## config.mk

```make
export PLATFORM = sky130hd
export DESIGN_NAME = branch_ctrl
export DESIGN_NICKNAME = d
export VERILOG_FILES = /design/src/rtl/bctrl_pkg.sv /design/src/rtl/bctrl_hyst.sv /design/src/rtl/branch_ctrl.sv
export SDC_FILE = /design/constraint.sdc
export NUM_CORES = 1
export LEC_CHECK = 0
export BUFFER_PORTS_ARGS = -buffer_cell sky130_fd_sc_hd__buf_2
export CORE_MARGIN = 3
export CORE_UTILIZATION = 49
export CTS_CLUSTER_DIAMETER = 30
export DETAILED_ROUTE_END_ITERATION = 10
export PLACE_DENSITY = 0.95
export SYNTH_ARGS = -nofsm -noshare
export SYNTH_HDL_FRONTEND = slang
export SYNTH_HIERARCHICAL = 1
export SYNTH_SLANG_ARGS = --single-unit
```

## constraint.sdc

```tcl
create_clock -name clk -period 8.88 [get_ports clk]
set_clock_uncertainty 0.15 [all_clocks]
set_input_delay 1.776 -clock clk [delete_from_list [all_inputs] [get_ports clk]]
set_output_delay 1.776 -clock clk [all_outputs]
set_load 0.05 [all_outputs]
```

## src/rtl/bctrl_pkg.sv

```systemverilog
// bctrl_pkg: shared definitions for the branch prediction table controller.
//   - table geometry defaults (ENTRIES, IDX_W, TAG_W)
//   - controller state encoding (INIT / RUN / SQUASH)
//   - invalid-tag constant used by the post-reset sweep
//   - helper that extracts the table index from a PC+4 value
package bctrl_pkg;

   localparam int ENTRIES = 16;
   localparam int IDX_W   = 4;              // log2(ENTRIES)
   localparam int TAG_W   = 32 - IDX_W - 2;

   // An all-ones tag never matches a real fetch PC, so it marks a line invalid.
   localparam logic [TAG_W-1:0] TAG_INVALID = '1;

   typedef enum logic [1:0] {
      ST_INIT   = 2'd0,
      ST_RUN    = 2'd1,
      ST_SQUASH = 2'd2
   } state_t;

   function automatic logic [IDX_W-1:0] idx_of(input logic [31:0] pc4);
      return pc4[IDX_W+1:2];
   endfunction

endpackage

```

## src/rtl/bctrl_hyst.sv

```systemverilog
// bctrl_hyst: per-line 2-bit saturating counters for hysteresis prediction.
// Only instantiated when BCTRL_HYST_EN is defined.
// Ports:
//   clk, rst          clock / asynchronous active-high reset (counters -> 01)
//   init_we_i         sweep write: reset counter at init_idx_i to 01
//   init_idx_i        line being swept
//   upd_en_i          a beq resolves this cycle
//   upd_idx_i         line of the resolving beq
//   upd_hit_i         resolving beq hit in the table
//   upd_taken_i       resolved outcome
//   msb_new_o         counter MSB after the update (new prediction bit)
//   msb_chg_o         MSB differs from the current one (table write needed)
module bctrl_hyst
   import bctrl_pkg::*;
(
   input  logic             clk,
   input  logic             rst,
   input  logic             init_we_i,
   input  logic [IDX_W-1:0] init_idx_i,
   input  logic             upd_en_i,
   input  logic [IDX_W-1:0] upd_idx_i,
   input  logic             upd_hit_i,
   input  logic             upd_taken_i,
   output logic             msb_new_o,
   output logic             msb_chg_o
);

   logic [1:0] cnt_q [ENTRIES];
   logic [1:0] cur;
   logic [1:0] cnt_d;

   always_comb begin
      cur   = cnt_q[upd_idx_i];
      cnt_d = cur;
      if (upd_hit_i) begin
         if (upd_taken_i) cnt_d = (cur == 2'b11) ? 2'b11 : cur + 2'b01;
         else             cnt_d = (cur == 2'b00) ? 2'b00 : cur - 2'b01;
      end else begin
         // A fresh insertion starts weakly taken.
         cnt_d = 2'b10;
      end
   end

   assign msb_new_o = cnt_d[1];
   assign msb_chg_o = cnt_d[1] != cur[1];

   always_ff @(posedge clk or posedge rst) begin
      if (rst) begin
         for (int i = 0; i < ENTRIES; i++) cnt_q[i] <= 2'b01;
      end else if (init_we_i) begin
         cnt_q[init_idx_i] <= 2'b01;
      end else if (upd_en_i && (upd_hit_i || upd_taken_i)) begin
         // Misses that fall through are not inserted, so their line is left alone.
         cnt_q[upd_idx_i] <= cnt_d;
      end
   end

endmodule

```

## src/rtl/branch_ctrl.sv

```systemverilog
// branch_ctrl: sequencing controller for the branch prediction table.
// After reset it sweeps every line invalid, then resolves the beq in decode
// against its fetch-time prediction, writes the table and flushes on mispredict.
// Optional feature macro: BCTRL_HYST_EN (2-bit hysteresis counters per line).
// Ports:
//   clk, rst                   clock / asynchronous active-high reset
//   f_pc4, f_hit, f_pred,      fetch-side table lookup result
//   f_dest
//   npc                        next fetch PC (combinational)
//   busy                       init sweep in progress, fetch stalls
//   d_valid, d_is_beq, d_pc4,  decode-side branch resolution
//   d_target, d_taken,
//   d_was_hit, d_was_pred
//   wr_tag, wr_pred, wr_pc4,   registered table write port
//   wr_dest, wr_pin
//   flush, redirect_pc         one-cycle squash and correct PC
//   dbg_state                  current controller state (bctrl_pkg::state_t)
module branch_ctrl
   import bctrl_pkg::*;
(
   input  logic        clk,
   input  logic        rst,
   input  logic [31:0] f_pc4,
   input  logic        f_hit,
   input  logic        f_pred,
   input  logic [31:0] f_dest,
   output logic [31:0] npc,
   output logic        busy,
   input  logic        d_valid,
   input  logic        d_is_beq,
   input  logic [31:0] d_pc4,
   input  logic [31:0] d_target,
   input  logic        d_taken,
   input  logic        d_was_hit,
   input  logic        d_was_pred,
   output logic        wr_tag,
   output logic        wr_pred,
   output logic [31:0] wr_pc4,
   output logic [31:0] wr_dest,
   output logic        wr_pin,
   output logic        flush,
   output logic [31:0] redirect_pc,
   output logic [1:0]  dbg_state
);

   state_t           state_q;
   logic [IDX_W-1:0] idx_q;
   logic             wr_tag_q, wr_pred_q, wr_pin_q, flush_q;
   logic [31:0]      wr_pc4_q, wr_dest_q, redirect_q;

   // Decode handshake: the slot carries a branch to resolve only in a cycle
   // where d_valid & d_is_beq is high in RUN; there is no back-pressure, the
   // controller consumes it in that same cycle. In INIT and SQUASH the slot is
   // ignored (table not ready / wrong-path instruction).
   logic resolve, pred_taken, mispredict;
   logic hit_wr, hit_pin;

   assign resolve    = (state_q == ST_RUN) && d_valid && d_is_beq;
   assign pred_taken = d_was_hit && d_was_pred;
   assign mispredict = pred_taken != d_taken;

`ifdef BCTRL_HYST_EN
   bctrl_hyst u_hyst (
      .clk         (clk),
      .rst         (rst),
      .init_we_i   (state_q == ST_INIT),
      .init_idx_i  (idx_q),
      .upd_en_i    (resolve),
      .upd_idx_i   (idx_of(d_pc4)),
      .upd_hit_i   (d_was_hit),
      .upd_taken_i (d_taken),
      .msb_new_o   (hit_pin),
      .msb_chg_o   (hit_wr)
   );
`else
   // 1-bit policy: rewrite the prediction bit only when the outcome disagrees.
   assign hit_wr  = d_taken != d_was_pred;
   assign hit_pin = d_taken;
`endif

   always_ff @(posedge clk or posedge rst) begin
      if (rst) begin
         state_q    <= ST_INIT;
         idx_q      <= '0;
         wr_tag_q   <= 1'b0;
         wr_pred_q  <= 1'b0;
         wr_pin_q   <= 1'b0;
         wr_pc4_q   <= '0;
         wr_dest_q  <= '0;
         flush_q    <= 1'b0;
         redirect_q <= '0;
      end else begin
         case (state_q)
            ST_INIT: begin
               wr_tag_q  <= 1'b1;
               wr_pred_q <= 1'b1;
               wr_pin_q  <= 1'b0;
               wr_pc4_q  <= {TAG_INVALID, idx_q, 2'b00};
               wr_dest_q <= '0;
               flush_q   <= 1'b0;
               idx_q     <= idx_q + IDX_W'(1);
               if (idx_q == IDX_W'(ENTRIES - 1)) state_q <= ST_RUN;
            end
            ST_RUN: begin
               wr_tag_q  <= 1'b0;
               wr_pred_q <= 1'b0;
               wr_pin_q  <= 1'b0;
               flush_q   <= 1'b0;
               if (resolve) begin
                  if (!d_was_hit) begin
                     if (d_taken) begin
                        wr_tag_q  <= 1'b1;
                        wr_pred_q <= 1'b1;
                        wr_pin_q  <= 1'b1;
                        wr_pc4_q  <= d_pc4;
                        wr_dest_q <= d_target;
                     end
                  end else if (hit_wr) begin
                     wr_pred_q <= 1'b1;
                     wr_pin_q  <= hit_pin;
                     wr_pc4_q  <= d_pc4;
                     wr_dest_q <= d_target;
                  end
                  if (mispredict) begin
                     flush_q    <= 1'b1;
                     redirect_q <= d_taken ? d_target : d_pc4;
                     state_q    <= ST_SQUASH;
                  end
               end
            end
            ST_SQUASH: begin
               wr_tag_q  <= 1'b0;
               wr_pred_q <= 1'b0;
               wr_pin_q  <= 1'b0;
               flush_q   <= 1'b0;
               state_q   <= ST_RUN;
            end
            default: begin
               state_q <= ST_INIT;
               idx_q   <= '0;
            end
         endcase
      end
   end

   assign wr_tag      = wr_tag_q;
   assign wr_pred     = wr_pred_q;
   assign wr_pin      = wr_pin_q;
   assign wr_pc4      = wr_pc4_q;
   assign wr_dest     = wr_dest_q;
   assign flush       = flush_q;
   assign redirect_pc = redirect_q;
   assign busy        = (state_q == ST_INIT);
   assign dbg_state   = state_q;

   // Table predictions are not trusted until the sweep has finished.
   always_comb begin
      npc = f_pc4;
      if (flush_q)                                 npc = redirect_q;
      else if (state_q != ST_INIT && f_hit && f_pred) npc = f_dest;
   end

endmodule

```

==> results.md, run 1 <==
Run status:
- The run finished with clean final reports.

Power and ir drop:
- The leakage component of the power is 0.00378 uW.
- Power comes to 2810 uW.
- In this run the power density over the cells is 410 nW/um^2.
- The worst IR drop on VDD is ~0.25 mV.

Routing:
- For this run, design rule violations remaining after detail routing come to 0.
- The first-pass iteration count of the detailed router is 5.
- Using the TritonRoute via totals, the vias-per-cell ratio works out to about 5.4.
- The detailed router placed ~5200 vias in this run.
- The remaining number of nets flagged by the antenna check after routing is 0.
- After detailed routing, the total wire length is 17.0 mm.
- The post-detailed-route wirelength per cell is roughly 17 um.
- For this block, the initial DRC count from the detailed router was 450.

Timing:
- The number of setup violations in the final report is 0.
- In the post-route analysis, the smallest setup slack over all paths is around 3.3 ns.
- The hold violation total from the final report is 0.
- Setup total negative slack on the finished layout was measured at 0 ns.
- The final critical-path share of the clock period is between 60% and 70%.
- The maximum clock frequency is ~180 MHz.
- The count of pins over their slew limit is 0.
- Setup repair after global routing left no endpoint under its margin.
- After layout, the minimum clock period comes to approximately 5.5 ns.
- In this run the tightest slew margin relative to its limit is a little under a fifth.
- The transition time of the tightest slew-check pin is around 1.2 ns.

Placement:
- The global placement routability congestion is roughly 0.9.
- The count of buffers added on input and output ports is 271.
- The worst slack at placement is approximately 3.3 ns.
- The half-perimeter wire length of the detailed placement result is about 13 mm.

Yosys:
- Summed over its instances, the top area cell type makes up 50.4% of the synthesized netlist area.
- The number of flip-flops and latches in the synthesized netlist is ~110.
- Of the synthesized area, sequential elements account for 50.4%.
- By area the synthesized netlist is led by sky130_fd_sc_hd__dfrtp_1, sky130_fd_sc_hd__nand2_1, sky130_fd_sc_hd__mux2i_1.
- The library cell occupying the most area in the post-synthesis netlist is sky130_fd_sc_hd__dfrtp_1.
- In this run the mean area of a mapped cell was roughly 9 um^2.
- The total number of yosys warnings is 6.
- Counting flops with a built-in enable in the synthesized netlist gives 0.
- The number of nets in the synthesized netlist is about 730.
- The cell area that synthesis handed to floorplanning was around 5300 um^2.
- The number of library cell types mapped by synthesis is 31.
- The share of flip-flops with an asynchronous set or reset after synthesis is 100%.
- Counting every instance in the synthesized netlist gives about 600.
- In the synthesized netlist the dominant register cell turns out to be sky130_fd_sc_hd__dfrtp_1.

Layout:
- The number of antenna cells inserted is 0.
- In the final layout, the share of cells above drive strength 1 is 35.9%.
- The net count of the finished layout is between 900 and 1000.
- The layout overhead on the synthesized area is 30.1%.

Global routing:
- The via count of the first global-routing pass is 4779.
- The global-route total usage across every layer is roughly 27%.
- For this run the aggregate overflow at the end of global routing stands at 0.
- Entering global routing, the biggest net connects 68 pins.
- The number of antenna violations at the first check in global routing is 0.
- The first global-routing pass estimated approximately 25 mm of wire.

Floorplanning:
- The floorplan step defined a core boundary enclosing 10400 um^2.
- The die extent in x is 110 um.
- The vertical die dimension is about 110 um.
- The top-level I/O count is ~270.
- For this configuration, the core starts out at a cell density of between 50% and 60%.
- The number of rows created at floorplan is 37.
- The die covers approximately 12000 um^2.

Clock network:
- In this run the clock root is driven by a sky130_fd_sc_hd__clkbuf_8.
- The clock tree buffer depth is 2.
- The clock tree from TritonCTS is built.
- The clock net in this run drives a total of approximately 110 sinks.
- The total clock buffers created by CTS is 9.
- The later pin in the worst-skew pair is clocked with a latency of approximately 0.35 ns.
- The H-tree generated during clock tree synthesis spans 3 levels.
- The count of hold-fix buffers inserted at cts is 0.
- After clock tree synthesis, the clock-pin slew on the worst setup and hold paths is 0.10 ns.
- Gates resized during post-CTS repair numbered 0.
- In this run the post-CTS setup repair buffer count came out at 0.

Worst setup path:
- The worst setup path is launched from an input port.
- The worst setup path is captured at a primary output.
- The signal arrival time at the worst endpoint is 3.61 ns.
- At the worst endpoint, the required time is 6.95 ns.
- Of all nets on the critical path, the largest fanout is 32.
- The critical setup path kind is input port to primary output.

Min path:
- The worst hold path belongs to the class register to register.

Flow run:
- The number of max-cap violations is 0.
## cell families (layout without fill, tap and decap cells)
family / after synthesis / in the layout / share of synthesized area [%]
AOI/OAI and AO/OA: 113 / 113 / 11.3
adders and majority gates: 7 / 7 / 1.66
and+or+nand+nor: 243 / 243 / 18.6
muxes: 71 / 71 / 13.6
DFF: 106 / 106 / 50.4
buffers and inverters: 49 / 298 / 4.42
## synthesized netlist by cell type, drive strengths merged, types with 4 or more instances
cell type,number
a21oi,7
buf,26
clkbuf,17
dfrtp,106
ha,7
inv,6
mux2i,69
nand2,192
nand3,36
nor2,7
nor3,4
o21ai,98
## metrics by stage
step	instance area, um^2	util [%]	cells	hold WS [ns]
2_1_floorplan	5260	-	589	0.321
5_1_grt	6850	66.0	974	0.385
4_1_cts	6850	66.0	974	0.356
6_report	6850	66.0	974	0.352
3_5_place_dp	6640	64.1	958	0.329
3_3_place_gp	6640	64.1	958	0.311
## path summary, 6_finish.rpt
path,startpoint,endpoint,slack (ns),cells past startpoint
worst min-delay path,wr_dest[16],wr_dest[16],0.35,2
worst max-delay path,f_pred,npc[12],3.34,5
max in group asynchronous,rst,flush,6.05,3
worst max register to register,dbg_state[1],wr_pc4[5],5.76,7
worst min register to register,wr_dest[16],wr_dest[16],0.35,2
min in group asynchronous,rst,wr_dest[23],1.30,2
## routing by layer
metal  track usage, %  part of all wire [%]  vias up  routed length (um)
met4             7.57                   2.3        0                 390
met1             37.5                    42     2489                7100
met2             45.1                    48      259                8160
met5                0                     0        -                   0
met3             4.29                   8.2       28                1390
li1                 -                     -     2462                   -
## cell usage in the layout, fill, tap and decap left out, drive strengths merged, types with 2 or more instances in the layout
master    Yosys  layout
a21oi         7       7
o21ai        98      98
clkinvlp      0       2
clkbuf       17      11
nand3        36      36
nor3          4       4
nand2       192     192
mux2i        69      69
buf          26     276
a31oi         2       2
mux2          2       2
ha            7       7
nor2          7       7
inv           6       7
dfrtp       106     106
## state kept, by name (all words and copies together) (netlist names)
signal	count
flush	1
idx_q	4
wr_pin	1
wr_pred	1
dbg_state	2
wr_dest	32
wr_tag	1
wr_pc4	32
redirect_pc	32
## where the power goes
part	internal (uW)	total (uW)	switching (uW)
Sequential	693	844	151
Clock	140	308	168
Combinational	361	1660	1300
## worst max-delay path, stage by stage
cell and delay [ns]:
sky130_fd_sc_hd__buf_2 0.08, sky130_fd_sc_hd__nand3_2 0.77, sky130_fd_sc_hd__mux2i_1 0.32, sky130_fd_sc_hd__o21ai_0 0.31, sky130_fd_sc_hd__buf_2 0.33
## final cells by class
cell class	instances	area, um^2
clock buffer	11	141
sequential	106	2650
tap	136	170
inverter	6	25.0
timing repair buffer	276	1390
multi-input combinational	434	2400
clock inverter	5	62.6
fill	888	3520
(Power assumes the default switching activity.)
==> run 2, diff against run 1 <==
--- a/config.mk
+++ b/config.mk
@@ -5,12 +5,13 @@
 export SDC_FILE = /design/constraint.sdc
 export NUM_CORES = 1
 export LEC_CHECK = 0
+export ABC_AREA = 1
 export BUFFER_PORTS_ARGS = -buffer_cell sky130_fd_sc_hd__buf_2
 export CORE_MARGIN = 3
-export CORE_UTILIZATION = 49
+export CORE_UTILIZATION = 47
 export CTS_CLUSTER_DIAMETER = 30
 export DETAILED_ROUTE_END_ITERATION = 10
-export PLACE_DENSITY = 0.95
+export PLACE_DENSITY = 0.91
 export SYNTH_ARGS = -nofsm -noshare
 export SYNTH_HDL_FRONTEND = slang
 export SYNTH_HIERARCHICAL = 1
==> constraint.sdc (replaced) <==
create_clock -name clk -period 5.35 [get_ports clk]
set_clock_uncertainty 0.15 [all_clocks]
set_input_delay 1.07 -clock clk [delete_from_list [all_inputs] [get_ports clk]]
set_output_delay 1.07 -clock clk [all_outputs]
set_load 0.05 [all_outputs]
==> results.md, run 2 <==
Global routing:
- The wire length of the first global-routing pass is 28.0 mm (+11%).
- The number of antenna violations at the first check in global routing is 1 (+1).
- The global-route congestion overflow total came to 0 (unchanged).
- The global-route total usage across every layer is 26.5% (-0.77 points).
- The pin count of the biggest net entering global routing is 66 (-2.9%).
- The via count of the first global-routing pass came to 5413 (+13%).

Routing:
- The remaining number of nets flagged by the antenna check after routing was 0 (unchanged).
- The per-cell via count in the routed design is 5.45 (+1.4%).
- The total via count in the routed design is 6171 (+18%).
- The first-pass iteration count of the detailed router came to 7 (+2).
- The post-detailed-route wirelength per cell is 17.1 um (-2.4%).
- The starting DRC count in detailed routing is 466 (+3.6%).
- The number of remaining DRC errors is 0 (unchanged).
- The overall routed net length is 19.3 mm (+13%).

Clock network:
- The root buffer selected by CTS is sky130_fd_sc_hd__clkbuf_16.
- TritonCTS built the clock tree.
- The insertion delay to the later sink of the worst-skew pair is 0.35 ns (about the same).
- The H-tree depth reported by CTS is 3 (unchanged).
- The clock tree buffer depth is 2 (unchanged).
- The number of gates resized after cts was 0 (unchanged).
- The register clock-pin slew on the reported worst setup and hold paths is 0.07 ns (-0.03 ns).
- The clock sink count was 106 (unchanged).
- The total clock buffers created by CTS is 9 (unchanged).
- The count of buffers added by post-CTS timing repair for setup is 0 (unchanged).
- The count of hold-fix buffers inserted at cts is 0 (unchanged).

Yosys:
- The synthesized area per cell is 7.64 um^2 (-14%).
- The number of nets in the synthesized netlist was 901 (+23%).
- The number of flip-flops and latches in the synthesized netlist is 106 (unchanged).
- The number of library cell types mapped by synthesis was 24 (-23%).
- Among all cell types in the netlist, the one instantiated most often is sky130_fd_sc_hd__nand2_1.
- The post-synthesis instance area is 5780 um^2 (+9.9%).
- By count the netlist is led by sky130_fd_sc_hd__nand2_1, sky130_fd_sc_hd__dfrtp_1, sky130_fd_sc_hd__nand3_1.
- The share of flip-flops with an asynchronous set or reset after synthesis is 100% (unchanged).
- The number of flops mapped to enable cells by yosys is 0 (unchanged).
- Ranked by total cell area, the synthesized netlist is headed by sky130_fd_sc_hd__dfrtp_1, sky130_fd_sc_hd__nand2_1, sky130_fd_sc_hd__nand3_1.
- The sequential area share after synthesis was 45.9% (-4.5 points).
- sky130_fd_sc_hd__dfrtp_1 takes more of the synthesized area than any other cell.
- The prevailing post-synth register cell is sky130_fd_sc_hd__dfrtp_1.
- The top cell type's share of synthesized area came to 45.9% (-4.5 points).
- The total number of yosys warnings is 6 (unchanged).
- The gate count of the mapped netlist is 757 (+29%).

Worst setup path:
- Tracing the worst setup path back leads to its startpoint at dbg_state[0].
- The largest fanout on the critical path came to 34 (+6.3%).
- The critical setup path kind is register to primary output.
- The end of the worst register-to-register path is wr_pc4[25].
- The worst setup slack for register-to-register paths is 1.75 ns (-4.01 ns).
- The largest incremental delay on the critical path is 0.96 ns (+0.19 ns).
- The depth of the worst register-to-register path is 7 (unchanged).
- The cell type of the slowest stage on the worst timing path is sky130_fd_sc_hd__nand3_1.
- Traced cell by cell, the critical path runs through inv_1 -> ha_1 -> inv_2 -> nand3_1 -> nand2_1 -> a31oi_1 -> buf_2.
- The startpoint kind of the worst setup timing path is a register.
- The signal arrival time at the worst endpoint is 3.28 ns (-0.33 ns).
- The most critical setup path has its endpoint at npc[26].
- The required time of the critical path is 4.13 ns (-2.82 ns).
- The worst setup path is captured at a primary output.
- The startpoint identified for the worst register-to-register timing path is dbg_state[1].

Power and ir drop:
- The power density over cell area was 706 nW/um^2 (+72%).
- The worst IR drop on VDD is 0.414 mV (+63%).
- The reported net switching power is 2920 uW (+81%).
- The internal power summed over all cells is 2230 uW (+87%).
- The share of total power in sequential cells is 26.7% (-3.3 points).
- The leakage component of the power is 0.00410 uW (+8.7%).
- The net switching share of the total power was 56.7% (-0.85 points).
- The overall power consumption is 5150 uW (+83%).
- The proportion of power drawn by combinational gates was 59.7% (+0.7 points).
- The portion of total power attributed to the clock network is 13.6% (+2.6 points).

Run status:
- The flow ran to the end, and the final reports show no timing, DRC or antenna violations.

Placement:
- The global placement routability congestion is 0.910 (+1.1%).
- The number of buffers inserted by port buffering came to 271 (unchanged).
- The half-perimeter wire length of the detailed placement result is 14.1 mm (+10%).

Timing:
- For the finished layout, the period the worst path requires is approximately 4.5 ns.
- The worst-case headroom to the max-slew limit is 23.3% (+4.4 points).
- The count of pins over their slew limit is 0 (unchanged).
- For this run, the top clock speed supported by timing is ~220 MHz.
- The transition time of the tightest slew-check pin is 1.15 ns (-0.0673 ns).
- Setup repair after global routing left no endpoint under its margin.
- The hold violation total from the final report is 0 (unchanged).
- The number of setup violations in the final report is 0 (unchanged).
- The total negative setup slack is 0 ns (unchanged).
- The final critical-path share of the clock period is a little over four fifths.

Floorplanning:
- The initial core utilization came to 49.4% (-1.4 points).
- The total die area is 13700 um^2 (+14%).
- The die extent in x came to 117 um (+6.6%).
- The number of rows created at floorplan was 39 (+5.4%).
- The top-level I/O count was 272 (unchanged).
- The area inside the core boundary is 11700 um^2 (+13%).
- The vertical die dimension is 117 um (+6.6%).

Layout:
- Relative to the synthesized area, the layout overhead comes to 26.1%.
- In the layout the commonest cells are sky130_fd_sc_hd__buf_2, sky130_fd_sc_hd__nand2_1, sky130_fd_sc_hd__dfrtp_1, sky130_fd_sc_hd__nand3_1, sky130_fd_sc_hd__nor2_1.
- The number of antenna cells inserted is 0 (unchanged).
- The proportion of layout cells with a drive suffix above 1 is 32.6% (-3.4 points).
- The number of nets in the layout came to 1130 (+16%).
- The filler cell count is 1049 (+18%).
- The most common library cell in the layout ignoring fill and taps is sky130_fd_sc_hd__buf_2.

Flow run:
- The number of max-cap violations is 0 (unchanged).

Min path:
- In this run the worst hold path is classified as register to register.
-- run 2: cell count changes after synthesis, moves of 6 or more --
cell and delta:
sky130_fd_sc_hd__nand2_1 +70, sky130_fd_sc_hd__mux2i_1 -69, sky130_fd_sc_hd__nor2_1 +61, sky130_fd_sc_hd__o21ai_0 -59
sky130_fd_sc_hd__nand3_1 +35, sky130_fd_sc_hd__nand4_1 +34, sky130_fd_sc_hd__a31oi_1 +30, sky130_fd_sc_hd__inv_1 +30
sky130_fd_sc_hd__a21oi_2 +19, sky130_fd_sc_hd__buf_6 +13, sky130_fd_sc_hd__a21oi_1 +6
-- run 2: power by group through the flow --
stage               Clock, uW  Sequential [uW]  Combinational (uW)
floorplan                   0             2420                1360
global placement            0             1370                3020
detailed placement          0             1380                3070
CTS                       707             1370                3080
global route              739             1410                3280
finish                    702             1370                3070
-- run 2: layout make-up --
cell class              instances  area (um^2)  share of cell area [%]
well taps                     143          179                    2.45
repair buffers                276         1390                    19.1
clock inverters                 3         65.1                   0.892
clock buffers                  11          243                    3.33
flip-flops and latches        106         2650                    36.4
inverters                      41          156                    2.14
multi-input cells             552         2600                    35.7
-- run 2: layer usage --
layer  vias to the layer above  GRT usage [%]  share of wire [%]
met5                         -              0              0.062
met4                         2           11.2                3.5
met3                        55           4.94                8.0
met2                       335           42.3                 47
met1                      2852           35.7                 41
li1                       2927              -                  -
-- run 2: worst max-delay path: cells and delay by family, from the launching register on --
kind / cells / cell delay [ns]
AND/OR/NAND/NOR: 2 / 1.24
buffers and inverters: 3 / 0.80
flip-flops: 1 / 0.44
adder cells (fa/ha/maj): 1 / 0.32
AO/OA/AOI/OAI: 1 / 0.11
-- run 2: metrics by stage --
step           std cells  hold WS, ns  util [%]  cell area, um^2  setup WS [ns]
2_1_floorplan        757        0.355         -             5780           1.31
3_3_place_gp        1118        0.307      59.6             6980           1.22
3_5_place_dp        1118        0.307      59.6             6980           1.10
4_1_cts             1132        0.329      62.3             7290          0.918
5_1_grt             1132        0.372      62.3             7290          0.610
6_report            1132        0.324      62.3             7290          0.846
-- run 2: kinds of logic (layout without fill, tap and decap cells) --
group / after synthesis / in the layout / synth area share, %
xor+xnor: 1 / 1 / 0.151
mux: 1 / 1 / 0.195
simple gates: 441 / 441 / 32.3
compound gates: 102 / 102 / 10.8
buf+inv: 99 / 331 / 9.13
fa+ha+maj: 7 / 7 / 1.51
flops: 106 / 106 / 45.9
-- run 2: how the worst min path moves through the flow --
| stage | start | to | slack, ns | cells after the start |
|---|---|---|---|---|
| floorplan | idx_q[3] | idx_q[3] | 0.35 | 2 |
| global placement | wr_pin | wr_pin | 0.31 | 2 |
| detailed placement | wr_pin | wr_pin | 0.31 | 2 |
| CTS | wr_pin | wr_pin | 0.33 | 2 |
| global route | wr_pc4[26] | wr_pc4[26] | 0.37 | 2 |
| finish | wr_pin | wr_pin | 0.32 | 2 |
